<file path="src/rtl/pipe_pkg.sv">
// Shared types and constants for the pipeline stage register: skid FSM states,
// control-vector bit positions and the stall counter width.
package pipe_pkg;

    typedef enum logic [1:0] {
        EMPTY = 2'd0,
        FULL  = 2'd1,
        SKID  = 2'd2
    } pipe_state_t;

    localparam int CTRL_MEM_WRITE  = 0;
    localparam int CTRL_MEM_READ   = 1;
    localparam int CTRL_WB_ALU     = 2;
    localparam int CTRL_WB_MEM     = 3;
    localparam int CTRL_RF_WE      = 4;
    localparam int CTRL_CIN_SEL    = 5;
    localparam int CTRL_ALU_OP_LSB = 6;
    localparam int CTRL_ALU_OP_W   = 4;

    localparam int STALL_CNT_W = 16;

endpackage

</file>
<file path="src/rtl/pipe_slot.sv">
// One holding slot: valid bit plus ctrl/data/instr registers.
// Clear wins over load so a squashed cycle never captures a new entry.
module pipe_slot #(
    parameter int DATA_W  = 64,
    parameter int CTRL_W  = 10,
    parameter int INSTR_W = 32
) (
    input  logic               clk,
    input  logic               rst,
    input  logic               load,
    input  logic               clear,
    input  logic [DATA_W-1:0]  d_data,
    input  logic [CTRL_W-1:0]  d_ctrl,
    input  logic [INSTR_W-1:0] d_instr,
    output logic               v,
    output logic [DATA_W-1:0]  data,
    output logic [CTRL_W-1:0]  ctrl,
    output logic [INSTR_W-1:0] instr
);

    always_ff @(posedge clk) begin
        if (rst) begin
            v     <= 1'b0;
            data  <= '0;
            ctrl  <= '0;
            instr <= '0;
        end else if (clear) begin
            // Payload and instruction are left stale; only ctrl must read as zero.
            v    <= 1'b0;
            ctrl <= '0;
        end else if (load) begin
            v     <= 1'b1;
            data  <= d_data;
            ctrl  <= d_ctrl;
            instr <= d_instr;
        end
    end

endmodule

</file>
<file path="src/rtl/pipe_stage_reg.sv">
// Parametrised pipeline stage register with valid/ready handshake, flush and a
// saturating stall counter. Define PIPE_SKID_EN for the registered-ready skid build.
module pipe_stage_reg
    import pipe_pkg::*;
#(
    parameter int DATA_W  = 64,
    parameter int CTRL_W  = 10,
    parameter int INSTR_W = 32
) (
    input  logic                   clk,
    input  logic                   rst,
    input  logic                   flush,
    input  logic                   in_valid,
    output logic                   in_ready,
    input  logic [DATA_W-1:0]      in_data,
    input  logic [CTRL_W-1:0]      in_ctrl,
    input  logic [INSTR_W-1:0]     in_instr,
    output logic                   out_valid,
    input  logic                   out_ready,
    output logic [DATA_W-1:0]      out_data,
    output logic [CTRL_W-1:0]      out_ctrl,
    output logic [INSTR_W-1:0]     out_instr,
    output logic [STALL_CNT_W-1:0] stall_cnt
);

    logic               accept;
    logic               consume;
    logic               m_v;
    logic               m_load;
    logic               m_clear;
    logic [DATA_W-1:0]  m_d_data;
    logic [CTRL_W-1:0]  m_d_ctrl;
    logic [INSTR_W-1:0] m_d_instr;

    assign accept    = in_valid && in_ready;
    assign consume   = m_v && out_ready;
    assign out_valid = m_v;

`ifdef PIPE_SKID_EN
    pipe_state_t        state_reg;
    pipe_state_t        state_next;
    logic               s_v;
    logic               s_load;
    logic               s_clear;
    logic               m_from_s;
    logic [DATA_W-1:0]  s_data;
    logic [CTRL_W-1:0]  s_ctrl;
    logic [INSTR_W-1:0] s_instr;

    // Ready depends only on the skid valid flop, cutting the out_ready -> in_ready path.
    assign in_ready = !s_v;

    always_ff @(posedge clk) begin
        if (rst) begin
            state_reg <= EMPTY;
        end else begin
            state_reg <= state_next;
        end
    end

    always_comb begin
        state_next = state_reg;
        if (flush) begin
            state_next = EMPTY;
        end else begin
            case (state_reg)
                EMPTY:   if (accept) state_next = FULL;
                FULL: begin
                    if (accept && !consume)      state_next = SKID;
                    else if (!accept && consume) state_next = EMPTY;
                end
                SKID:    if (consume) state_next = FULL;
                default: state_next = EMPTY;
            endcase
        end
    end

    always_comb begin
        m_load   = 1'b0;
        m_clear  = 1'b0;
        s_load   = 1'b0;
        s_clear  = 1'b0;
        m_from_s = 1'b0;
        if (flush) begin
            m_clear = 1'b0 | 1'b1;
            s_clear = 1'b1;
        end else begin
            case (state_reg)
                EMPTY: m_load = accept;
                FULL: begin
                    if (accept && consume) m_load  = 1'b1;
                    else if (accept)       s_load  = 1'b1;
                    else if (consume)      m_clear = 1'b1;
                end
                SKID: begin
                    if (consume) begin
                        m_load   = 1'b1;
                        m_from_s = 1'b1;
                        s_clear  = 1'b1;
                    end
                end
                default: begin
                    m_clear = 1'b1;
                    s_clear = 1'b1;
                end
            endcase
        end
    end

    assign m_d_data  = m_from_s ? s_data  : in_data;
    assign m_d_ctrl  = m_from_s ? s_ctrl  : in_ctrl;
    assign m_d_instr = m_from_s ? s_instr : in_instr;

    pipe_slot #(
        .DATA_W  (DATA_W),
        .CTRL_W  (CTRL_W),
        .INSTR_W (INSTR_W)
    ) u_s_slot (
        .clk     (clk),
        .rst     (rst),
        .load    (s_load),
        .clear   (s_clear),
        .d_data  (in_data),
        .d_ctrl  (in_ctrl),
        .d_instr (in_instr),
        .v       (s_v),
        .data    (s_data),
        .ctrl    (s_ctrl),
        .instr   (s_instr)
    );
`else
    assign in_ready  = out_ready || !m_v;
    assign m_load    = accept;
    assign m_clear   = flush || (consume && !accept);
    assign m_d_data  = in_data;
    assign m_d_ctrl  = in_ctrl;
    assign m_d_instr = in_instr;
`endif

    pipe_slot #(
        .DATA_W  (DATA_W),
        .CTRL_W  (CTRL_W),
        .INSTR_W (INSTR_W)
    ) u_m_slot (
        .clk     (clk),
        .rst     (rst),
        .load    (m_load),
        .clear   (m_clear),
        .d_data  (m_d_data),
        .d_ctrl  (m_d_ctrl),
        .d_instr (m_d_instr),
        .v       (m_v),
        .data    (out_data),
        .ctrl    (out_ctrl),
        .instr   (out_instr)
    );

    // Flush deliberately leaves the counter alone so stall history survives squashes.
    always_ff @(posedge clk) begin
        if (rst) begin
            stall_cnt <= '0;
        end else if (m_v && !out_ready && (stall_cnt != {STALL_CNT_W{1'b1}})) begin
            stall_cnt <= stall_cnt + 1'b1;
        end
    end

endmodule

</file>
<file path="config.mk">
export PLATFORM = sky130hd
export DESIGN_NAME = pipe_stage_reg
export DESIGN_NICKNAME = d
export VERILOG_FILES = /design/src/rtl/pipe_pkg.sv /design/src/rtl/pipe_slot.sv /design/src/rtl/pipe_stage_reg.sv
export SDC_FILE = /design/constraint.sdc
export NUM_CORES = 1
export LEC_CHECK = 0
export ABC_CLOCK_PERIOD_IN_PS = 1800
export CAP_MARGIN = 25
export CORE_ASPECT_RATIO = 1.2
export CORE_MARGIN = 4
export CORE_UTILIZATION = 36
export DETAILED_ROUTE_END_ITERATION = 7
export GPL_TIMING_DRIVEN = 0
export PLACE_DENSITY = 0.8
export SLEW_MARGIN = 20
export SYNTH_ARGS = -nofsm -noshare
export SYNTH_HDL_FRONTEND = slang
export SYNTH_SLANG_ARGS = --single-unit
</file>
<file path="constraint.sdc">
create_clock -name clk -period 1.8 [get_ports clk]
set_input_delay 0.36 -clock clk [delete_from_list [all_inputs] [get_ports clk]]
set_output_delay 0.36 -clock clk [all_outputs]
set_load 0.005 [all_outputs]
</file>
==> flow_metrics.py, run 1 <==
metrics = {
    "run_status": {
        "status": "complete, but fails checks",
        "violations": "negative setup slack",
    },
    "worst_setup_path": {
        "endpoint_kind": "flop",
        "startpoint_type": "flop",
        "worst_ep_arrival_time_ps": 2150,
        "r2r_setup_slack_ps": -10,
        "worstPathRequired_ps": 2130,
        "path_class": "flop to flop",
        "worstPathMaxFanout": 6,
    },
    "clock_network": {
        "cts_tree": "yes",
        "cts_root_buf": "clkbuf_16",
        "cts_hold_buf": 0,
        "clk_pin_slew_ps": 60,
        "clock_sinks": 123,
        "clock_path_buffers": 2,
        "insertion_delay_ps": 400,
        "h-tree-depth": 4,
        "cts_buffers": 17,
    },
    "sta": {
        "maxSlewViolCount": 0,
        "post-route-min-period_ps": 1810,
        "rsz0062_at_grt": "true",
        "fmax_mhz": 552,
        "setup_viol": 1,
        "slew_headroom_pct": 50.6,
        "skew_ps": 6.04,
        "holdWs_ps": 411,
        "post-route-period-util_pct": 101,
        "hold_viol": 0,
        "final.setup.worst_slack_ps": -13.2,
        "tightest_slew_ps": 735,
    },
    "grt": {
        "gr-total-overflow": 0,
        "grt_antenna_before_repair": 0,
        "grt_pass1_wl_mm": 22.0,
        "grt.total_usage_pct": 19.6,
        "grt_start_max_net_pins": 17,
        "grt_pass1_vias": 4464,
    },
    "yosys": {
        "synth.yosys.seq_area_share_pct": 54.9,
        "synth_common_cells": "219 x nand2_1, 123 x dfxtp_1, 114 x a21oi_1",
        "yosysMostFrequentCell": "nand2_1",
        "synthDistinctLibCells": 34,
        "synth_area_um2": 4480,
        "ys_async_sr_fraction_pct": 0,
        "avgSynthCellArea_um2": 7.92,
        "yosysTopAreaCell": "dfxtp_1",
        "yosys.area.top_type_share_pct": 54.9,
        "synth_nets": 678,
        "synth.area.top_cells": "dfxtp_1 55%, nand2_1 18%, a21oi_1 13%",
        "synthFlopType": "dfxtp_1",
        "ys_seq_elements": 123,
        "ys_warn_count": 0,
        "synth_cells": 566,
        "synth_edf_count": 0,
    },
    "drt": {
        "wire_per_inst_um": 14.5,
        "first_iter_violations": 208,
        "vias": 4810,
        "routed_wl_mm": 14.5,
        "met1Wirelength_mm": 5.48,
        "postRouteAntennaNets": 0,
        "top_layer": "met4",
        "dr.pass1.iters": 4,
        "drcViolationCount": 0,
        "met2_length_mm": 7.40,
        "wl_met3_mm": 1.28,
        "via_per_inst": 4.80,
    },
    "finish": {
        "fin_nets": 941,
        "area_delta_synth_final_pct": 75.5,
        "final_area_um2": 7870,
        "num_antenna_cells": 0,
        "final_util_pct": 64.7,
        "drive_gt1_share_pct": 10.2,
    },
    "pwr": {
        "ir_worst_vdd_v": 0.000659,
        "power_leakage_nw": 2.83,
        "power_mw": 7.20,
        "power_density_nw_per_um2": 915,
    },
    "place": {
        "hpwl_mm": 10.4,
        "portBuffers": 233,
        "dp_slack_ps": -1030,
        "gp_congestion": 0.795,
        "post_dp_cell_area_um2": 7020,
    },
    "job": {
        "cap_violations": 0,
    },
    "floorplanning": {
        "num_rows": 44,
        "dieArea_um2": 14300,
        "die_h_um": 130,
        "die_x_um": 110,
        "initial_core_util_pct": 36.8,
        "ios": 235,
        "core_um2": 12200,
    },
    "hold_path": {
        "hold_path.class": "input port to flop",
    },
}
-- layer usage --
layer	global-route usage [%]	vias to the layer above
li1	-	2420
met1	21.7	2185
met2	33.4	176
met3	7.62	29
met4	8.07	0
met5	0	-
-- worst max-delay path, cell delays in order, from the launching register on --
cell     delay (ps)
dfxtp_1         450
nand2_1         210
or2_2           380
or4_1           550
a21oi_2         150
-- cell families after synthesis --
family | after synthesis | synth area share [%]
simple gates | 267 | 24.7
compound gates | 132 | 15.7
flops | 123 | 54.9
buf+inv | 39 | 3.52
mux | 4 | 0.949
fa+ha+maj | 1 | 0.279
-- timing repair --
item,in CTS,in global routing
setup buffers,5,6
gates cloned,1,0
pin swaps,6,7
endpoints found under the setup margin,108,57
gates resized for setup,34,20
-- power breakdown --
group | switching, mW | internal, mW
clock | 1.22 | 2.30
sequential | 0.0529 | 2.83
combinational | 0.312 | 0.484
-- layout make-up --
cell class / count / area [µm²]
Buffer: 36 / 186
Clock buffer: 19 / 433
Clock inverter: 12 / 174
Fill cell: 1016 / 4300
Inverter: 2 / 10.0
Multi-Input combinational cell: 404 / 1960
Sequential cell: 123 / 2480
Tap cell: 161 / 201
Timing Repair Buffer: 245 / 2420
-- state kept, by name, indices dropped and copies added (netlist names) --
register,cells
u_m_slot.data,64
u_m_slot.instr,32
stall_cnt,16
u_m_slot.ctrl,10
u_m_slot.v,1
-- layout by cell type (no fill, tap or decap), types with 2 or more instances in the layout --
master,netlist,final
a311oi_1,2,2
or3_4,0,2
nand3_1,3,2
a31oi_1,2,2
buf_6,0,3
clkbuf_1,30,25
nor2b_1,2,2
clkinvlp_4,0,4
dfxtp_1,123,112
clkdlybuf4s50_1,0,230
mux2i_1,2,2
nand4_1,7,7
nand2b_1,2,2
or2_2,5,5
nor3_1,3,2
a21oi_2,0,2
nor4_1,5,3
buf_2,6,7
or4_4,0,2
clkbuf_16,0,17
o31ai_1,5,5
dfxtp_2,0,9
dfxtp_4,0,2
nor4_4,0,2
a21oi_1,114,112
nand2_1,219,219
clkinv_2,0,3
or3_1,4,2
or4_1,5,3
clkbuf_4,0,3
nor2_1,9,9
o21ai_0,3,3
buf_4,1,11
mux2_2,2,2
bufinv_16,0,4
-- final timing paths --
check,startpoint,to,cells after the start
worst max-delay path,stall_cnt[11]$_SDFFE_PP0P_,stall_cnt[14]$_SDFFE_PP0P_,4
worst min-delay path,rst,stall_cnt[0]$_SDFFE_PP0P_,3
worst max register to register,stall_cnt[11]$_SDFFE_PP0P_,stall_cnt[14]$_SDFFE_PP0P_,4
worst min register to register,u_m_slot.data[34]$_SDFFE_PP0P_,u_m_slot.data[34]$_SDFFE_PP0P_,2
-- metrics by stage --
step           TNS (ps)  std cells
6_report          -13.2       1002
5_1_grt            -103       1002
4_1_cts               0        996
3_5_place_dp     -89490        960
3_3_place_gp     -85680        960
2_1_floorplan         0        566
Note: power is estimated with default switching activity, not from simulation.
==> run 2, diff against run 1 <==
--- a/config.mk
+++ b/config.mk
@@ -10,6 +10,7 @@
 export CORE_ASPECT_RATIO = 1.2
 export CORE_MARGIN = 4
 export CORE_UTILIZATION = 36
+export CTS_BUF_LIST = sky130_fd_sc_hd__clkbuf_16
 export DETAILED_ROUTE_END_ITERATION = 7
 export GPL_TIMING_DRIVEN = 0
 export PLACE_DENSITY = 0.8
==> flow_metrics.py, run 2 (same netlist as run 1, synthesis figures left out) <==
metrics = {
    "drt": {
        "dr.pass1.iters": 4,
        "routed_wl_mm": 14.5,
        "via_per_inst": 4.81,
        "wire_per_inst_um": 14.5,
        "vias": 4820,
        "first_iter_violations": 208,
        "drcViolationCount": 0,
        "postRouteAntennaNets": 0,
    },
    "pwr": {
        "power_density_nw_per_um2": 913,
        "power_leakage_nw": 2.83,
        "ir_worst_vdd_v": 0.000659,
    },
    "worst_setup_path": {
        "startpoint_type": "flop",
        "endpoint_kind": "flop",
        "path_cells": "nand2_1 > or2_2 > or4_1 > a21oi_2",
        "worst_ep_arrival_time_ps": 2150,
        "path_class": "flop to flop",
        "slowest_delay_ps": 550,
        "worstPathRequired_ps": 2130,
        "cpMaxStageDelayCell": "or4_1",
        "worstPathMaxFanout": 6,
    },
    "place": {
        "portBuffers": 233,
        "gp_congestion": 0.795,
        "hpwl_mm": 10.4,
    },
    "sta": {
        "final.setup.worst_slack_ps": -13.2,
        "fin_tns_setup_ps": -13.2,
        "fmax_mhz": 552,
        "slew_headroom_pct": 50.8,
        "setup_viol": 1,
        "post-route-period-util_pct": 101,
        "maxSlewViolCount": 0,
        "tightest_slew_ps": 734,
        "skew_ps": 6.11,
        "post-route-min-period_ps": 1810,
        "rsz0062_at_grt": "true",
        "holdWs_ps": 411,
        "hold_viol": 0,
    },
    "floorplanning": {
        "die_h_um": 130,
        "core_um2": 12200,
        "num_rows": 44,
        "dieArea_um2": 14300,
        "initial_core_util_pct": 36.8,
        "ios": 235,
        "die_x_um": 110,
    },
    "run_status": {
        "violations": "negative setup slack",
        "status": "complete, but fails checks",
    },
    "clock_network": {
        "cts_tree": "yes",
        "insertion_delay_ps": 400,
        "clock_path_buffers": 2,
        "h-tree-depth": 4,
        "clk_pin_slew_ps": 60,
        "cts_hold_buf": 0,
        "cts_buffers": 17,
        "clock_sinks": 123,
        "cts_root_buf": "clkbuf_16",
    },
    "finish": {
        "largest_reg_flops": 64,
        "area_delta_synth_final_pct": 75.5,
        "largest_registers": "u_m_slot.data: 64 flops, u_m_slot.instr: 32 flops, stall_cnt: 16 flops",
        "fin_nets": 941,
        "final_cell_mix": "230 x clkdlybuf4s50_1, 219 x nand2_1, 112 x a21oi_1, 112 x dfxtp_1, 23 x clkbuf_1",
        "num_antenna_cells": 0,
        "drive_gt1_share_pct": 10.2,
        "layout_commonest_cell": "clkdlybuf4s50_1",
        "largest_register": "u_m_slot.data",
    },
    "grt": {
        "grt.total_usage_pct": 19.6,
        "grt_pass1_vias": 4464,
        "grt_pass1_wl_mm": 22.0,
        "grt_antenna_before_repair": 0,
        "gr-total-overflow": 0,
        "grt_start_max_net_pins": 17,
    },
    "job": {
        "cap_violations": 0,
    },
    "hold_path": {
        "hold_path.class": "input port to flop",
    },
}
-- run 2: routing by layer --
metal  part of all wire, %  up-vias  global-route usage (%)
li1                      -     2421                       -
met1                    38     2188                    21.7
met2                    51      182                    33.4
met3                   8.9       29                    7.62
met4                   2.4        0                    8.07
met5                     0        -                       0
-- run 2: worst paths after layout --
| path | start | end | slack [ps] | cells after the start |
|---|---|---|---|---|
| max reg2reg | stall_cnt[11]$_SDFFE_PP0P_ | stall_cnt[14]$_SDFFE_PP0P_ | -10 | 4 |
| min | rst | stall_cnt[0]$_SDFFE_PP0P_ | 410 | 3 |
| max | stall_cnt[11]$_SDFFE_PP0P_ | stall_cnt[14]$_SDFFE_PP0P_ | -10 | 4 |
| min reg2reg | u_m_slot.data[34]$_SDFFE_PP0P_ | u_m_slot.data[34]$_SDFFE_PP0P_ | 450 | 2 |
-- run 2: layout make-up --
cell class,instances,area (µm²)
clock inverters,14,181
clock buffers,17,425
repair buffers,245,2420
well taps,161,201
fillers,1016,4300
plain buffers,36,186
multi-input cells,404,1960
flip-flops and latches,123,2480
inverters,2,10.0
-- run 2: power by group --
part	internal (mW)	switching (mW)	total, mW
clock network	2.29	1.22	3.51
registers	2.83	0.0529	2.88
logic	0.484	0.312	0.795
total	5.60	1.58	7.19
-- run 2: timing repair --
| action | CTS | global route |
|---|---|---|
| pin swaps | 6 | 7 |
| endpoints found under the setup margin | 108 | 57 |
| cloned | 1 | 0 |
| setup buffers | 5 | 6 |
| gates resized for setup | 34 | 20 |
-- run 2: worst max-delay path: cells and delay by family, from the launching register on --
family | cells | cell delay [ps]
AND/OR/NAND/NOR | 3 | 1140
AO/OA/AOI/OAI | 1 | 150
flip-flops | 1 | 450
-- run 2: per-stage QoR --
stage          util [%]  total power [mW]  setup slack, ps  cell area, µm²  std cells
2_1_floorplan         -              3.19             10.9            4490        566
3_3_place_gp       57.7              3.71             -999            7020        960
3_5_place_dp       57.7              3.72            -1030            7020        960
4_1_cts            63.9              7.24           0.0839            7770        996
5_1_grt            64.7              7.45            -66.3            7870       1002
6_report           64.7              7.19            -13.2            7870       1002
==> patch, RTL diff (flow settings as in run 1) <==
The package constant `STALL_CNT_W` goes from 16 to 24.
--- a/src/rtl/pipe_pkg.sv
+++ b/src/rtl/pipe_pkg.sv
@@ -17,7 +17,7 @@
     localparam int CTRL_ALU_OP_LSB = 6;
     localparam int CTRL_ALU_OP_W   = 4;
 
-    localparam int STALL_CNT_W = 16;
+    localparam int STALL_CNT_W = 24;
 
 endpackage
 
Ports: changed (resized stall_cnt); port bits go from 235 to 243. The function was not compared with the original's and may differ.
==> patch against run 1 <==
The run still ends with setup timing left; design area increased by 8.0%; area after synthesis is 8.7% higher; critical path depth is 3 higher; hold slack better by 0.041 ns; total power up 6.2%; sequential cell count grew 8; setup slack worse by 0.13 ns; combinational power grew 3.9%; wire length rose by 11%; critical endpoint is now stall_cnt[16]; highest routed layer unchanged.
==> patch: results (changes against run 1) <==
| Metric | Value |
|---|---|
| Post-synthesis sequential area ratio | 53.8% (-1.1 points) |
| CP Max Fanout | 10 (+4) |
| Worst Hold Path Cells | 2 (-1) |
| Adder-cell area share of the yosys netlist | 0.257% (-0.022 points) |
| FF-to-FF path depth | 7 (+3) |
| Post-place setup slack | -1.22 ns (-0.190 ns) |
| Yosys cell types | 43 (+26%) |
| DR WL/cell | 15.2 µm (+5.2%) |
| Worst skew pair latency | 0.41 ns |
| Worst EP arrival | 2.23 ns (+0.08 ns) |
| Crit path max-delay family | simple AND/OR/NAND/NOR gates |
| VDD IR max | 729 µV (+11%) |
| Hold crit path type | reg -> reg |
| Dpl hpwl | 11.3 mm (+9.0%) |
| # placed instances | 1013 (+5.5%) |
| Final setup viols | 22 (+21) |
| Detailed Route Iter0 Violations | 218 (+4.8%) |
| Net Switching | 1.67 mW (+5.5%) |
| Avg Cell Area, Syn | 8.08 µm² (+2.0%) |
| Complex-gate fraction of the synthesized area | 14.2% (-1.5 points) |
| Final WS setup | -0.147 ns (-0.134 ns) |
| Layout fillers | 1079 (+6.2%) |
| Failing checks | setup timing |
| Setup_tns | -2.11 ns (-2.10 ns) |
| Ranking of synthesized cells by area | dfxtp_1, nand2_1, a21oi_1, clkbuf_1, nor2_1 |
| Most frequent cells after synthesis | nand2_1, dfxtp_1, a21oi_1 |
| Status | finished, violations left |
| Pleak | 3.06 nW (+8.1%) |
| Final GP Congestion | 0.804 (+1.1%) |
| Layout cells sized above 1 | 12.7% (+2.5 points) |
| Post-synthesis xor/xnor area fraction | 2.16% (+2.2 points) |
| Global-route wire length before repair | 24.4 mm (+11%) |
| Placed Instance Area | 0.00756 mm² (+7.7%) |
| Delay of the slowest critical-path stage | 0.48 ns (-0.07 ns) |
| Mux share of post-synthesis cell area | 0.668% (-0.28 points) |
| Final std cells w/o fill | 1057 (+5.5%) |
| Routed vias | 5126 (+6.6%) |
| I/O Buffers | 242 (+3.9%) |
| Largest regs | u_m_slot.data x64, u_m_slot.instr x32, stall_cnt x24 |
| Tightest Pin Transition | 0.823 ns (+0.0873 ns) |
| Synth Net Count | 715 (+5.5%) |
| Worst Skew | 0.00689 ns (+0.000845 ns) |
## patch: cell count changes after synthesis, sizes merged, moves of 3 or more
cell    delta
nor2      +10
dfxtp      +8
xnor2      +7
buf        +5
clkbuf     -5
or2        -5
xor2       +5
nand3      +4
nand4      -4
nor4       +4
and3       +3
o211ai     +3
or4        +3
## patch: power by group through the flow
| stage | Clock, mW | Combinational (mW) | Sequential [mW] |
|---|---|---|---|
| 2_1_floorplan | 0 | 0.236 | 3.13 |
| 3_3_place_gp | 0 | 0.791 | 3.12 |
| 3_5_place_dp | 0 | 0.792 | 3.13 |
| 4_1_cts | 3.83 | 0.823 | 3.06 |
| 5_1_grt | 3.97 | 0.895 | 3.07 |
| 6_report | 3.76 | 0.826 | 3.06 |
## patch: layout make-up
type                       instances  area, µm²  share of cell area [%]
buffer                            36        211                    2.49
timing repair buffer             256       2540                    29.9
clock inverter                    11        174                    2.05
inverter                           4       17.5                   0.206
clock buffer                      21        480                    5.66
multi-input combinational        430       2210                    26.0
tap                              168        210                    2.47
sequential                       131       2650                    31.2
## patch: final timing paths
check,startpoint,to,slack (ns)
max,stall_cnt[0],stall_cnt[16],-0.15
min,u_m_slot.data[33],u_m_slot.data[33],0.45
max reg2reg,stall_cnt[0],stall_cnt[16],-0.15
min reg2reg,u_m_slot.data[33],u_m_slot.data[33],0.45
## patch: routing by layer
| layer | vias to the layer above | part of all wire [%] | GRT usage, % |
|---|---|---|---|
| met3 | 31 | 9.8 | 7.64 |
| met5 | - | 0 | 0 |
| li1 | 2559 | - | - |
| met2 | 222 | 49 | 34.3 |
| met4 | 0 | 2.6 | 8.65 |
| met1 | 2314 | 38 | 21.9 |
## patch: what timing repair did
item                       CTS  global route
pin swaps                    7             9
setup buffers               10             3
setup endpoints to repair  121           118
gates cloned                 1             0
resized for setup           41            38
hold buffers                 0             0
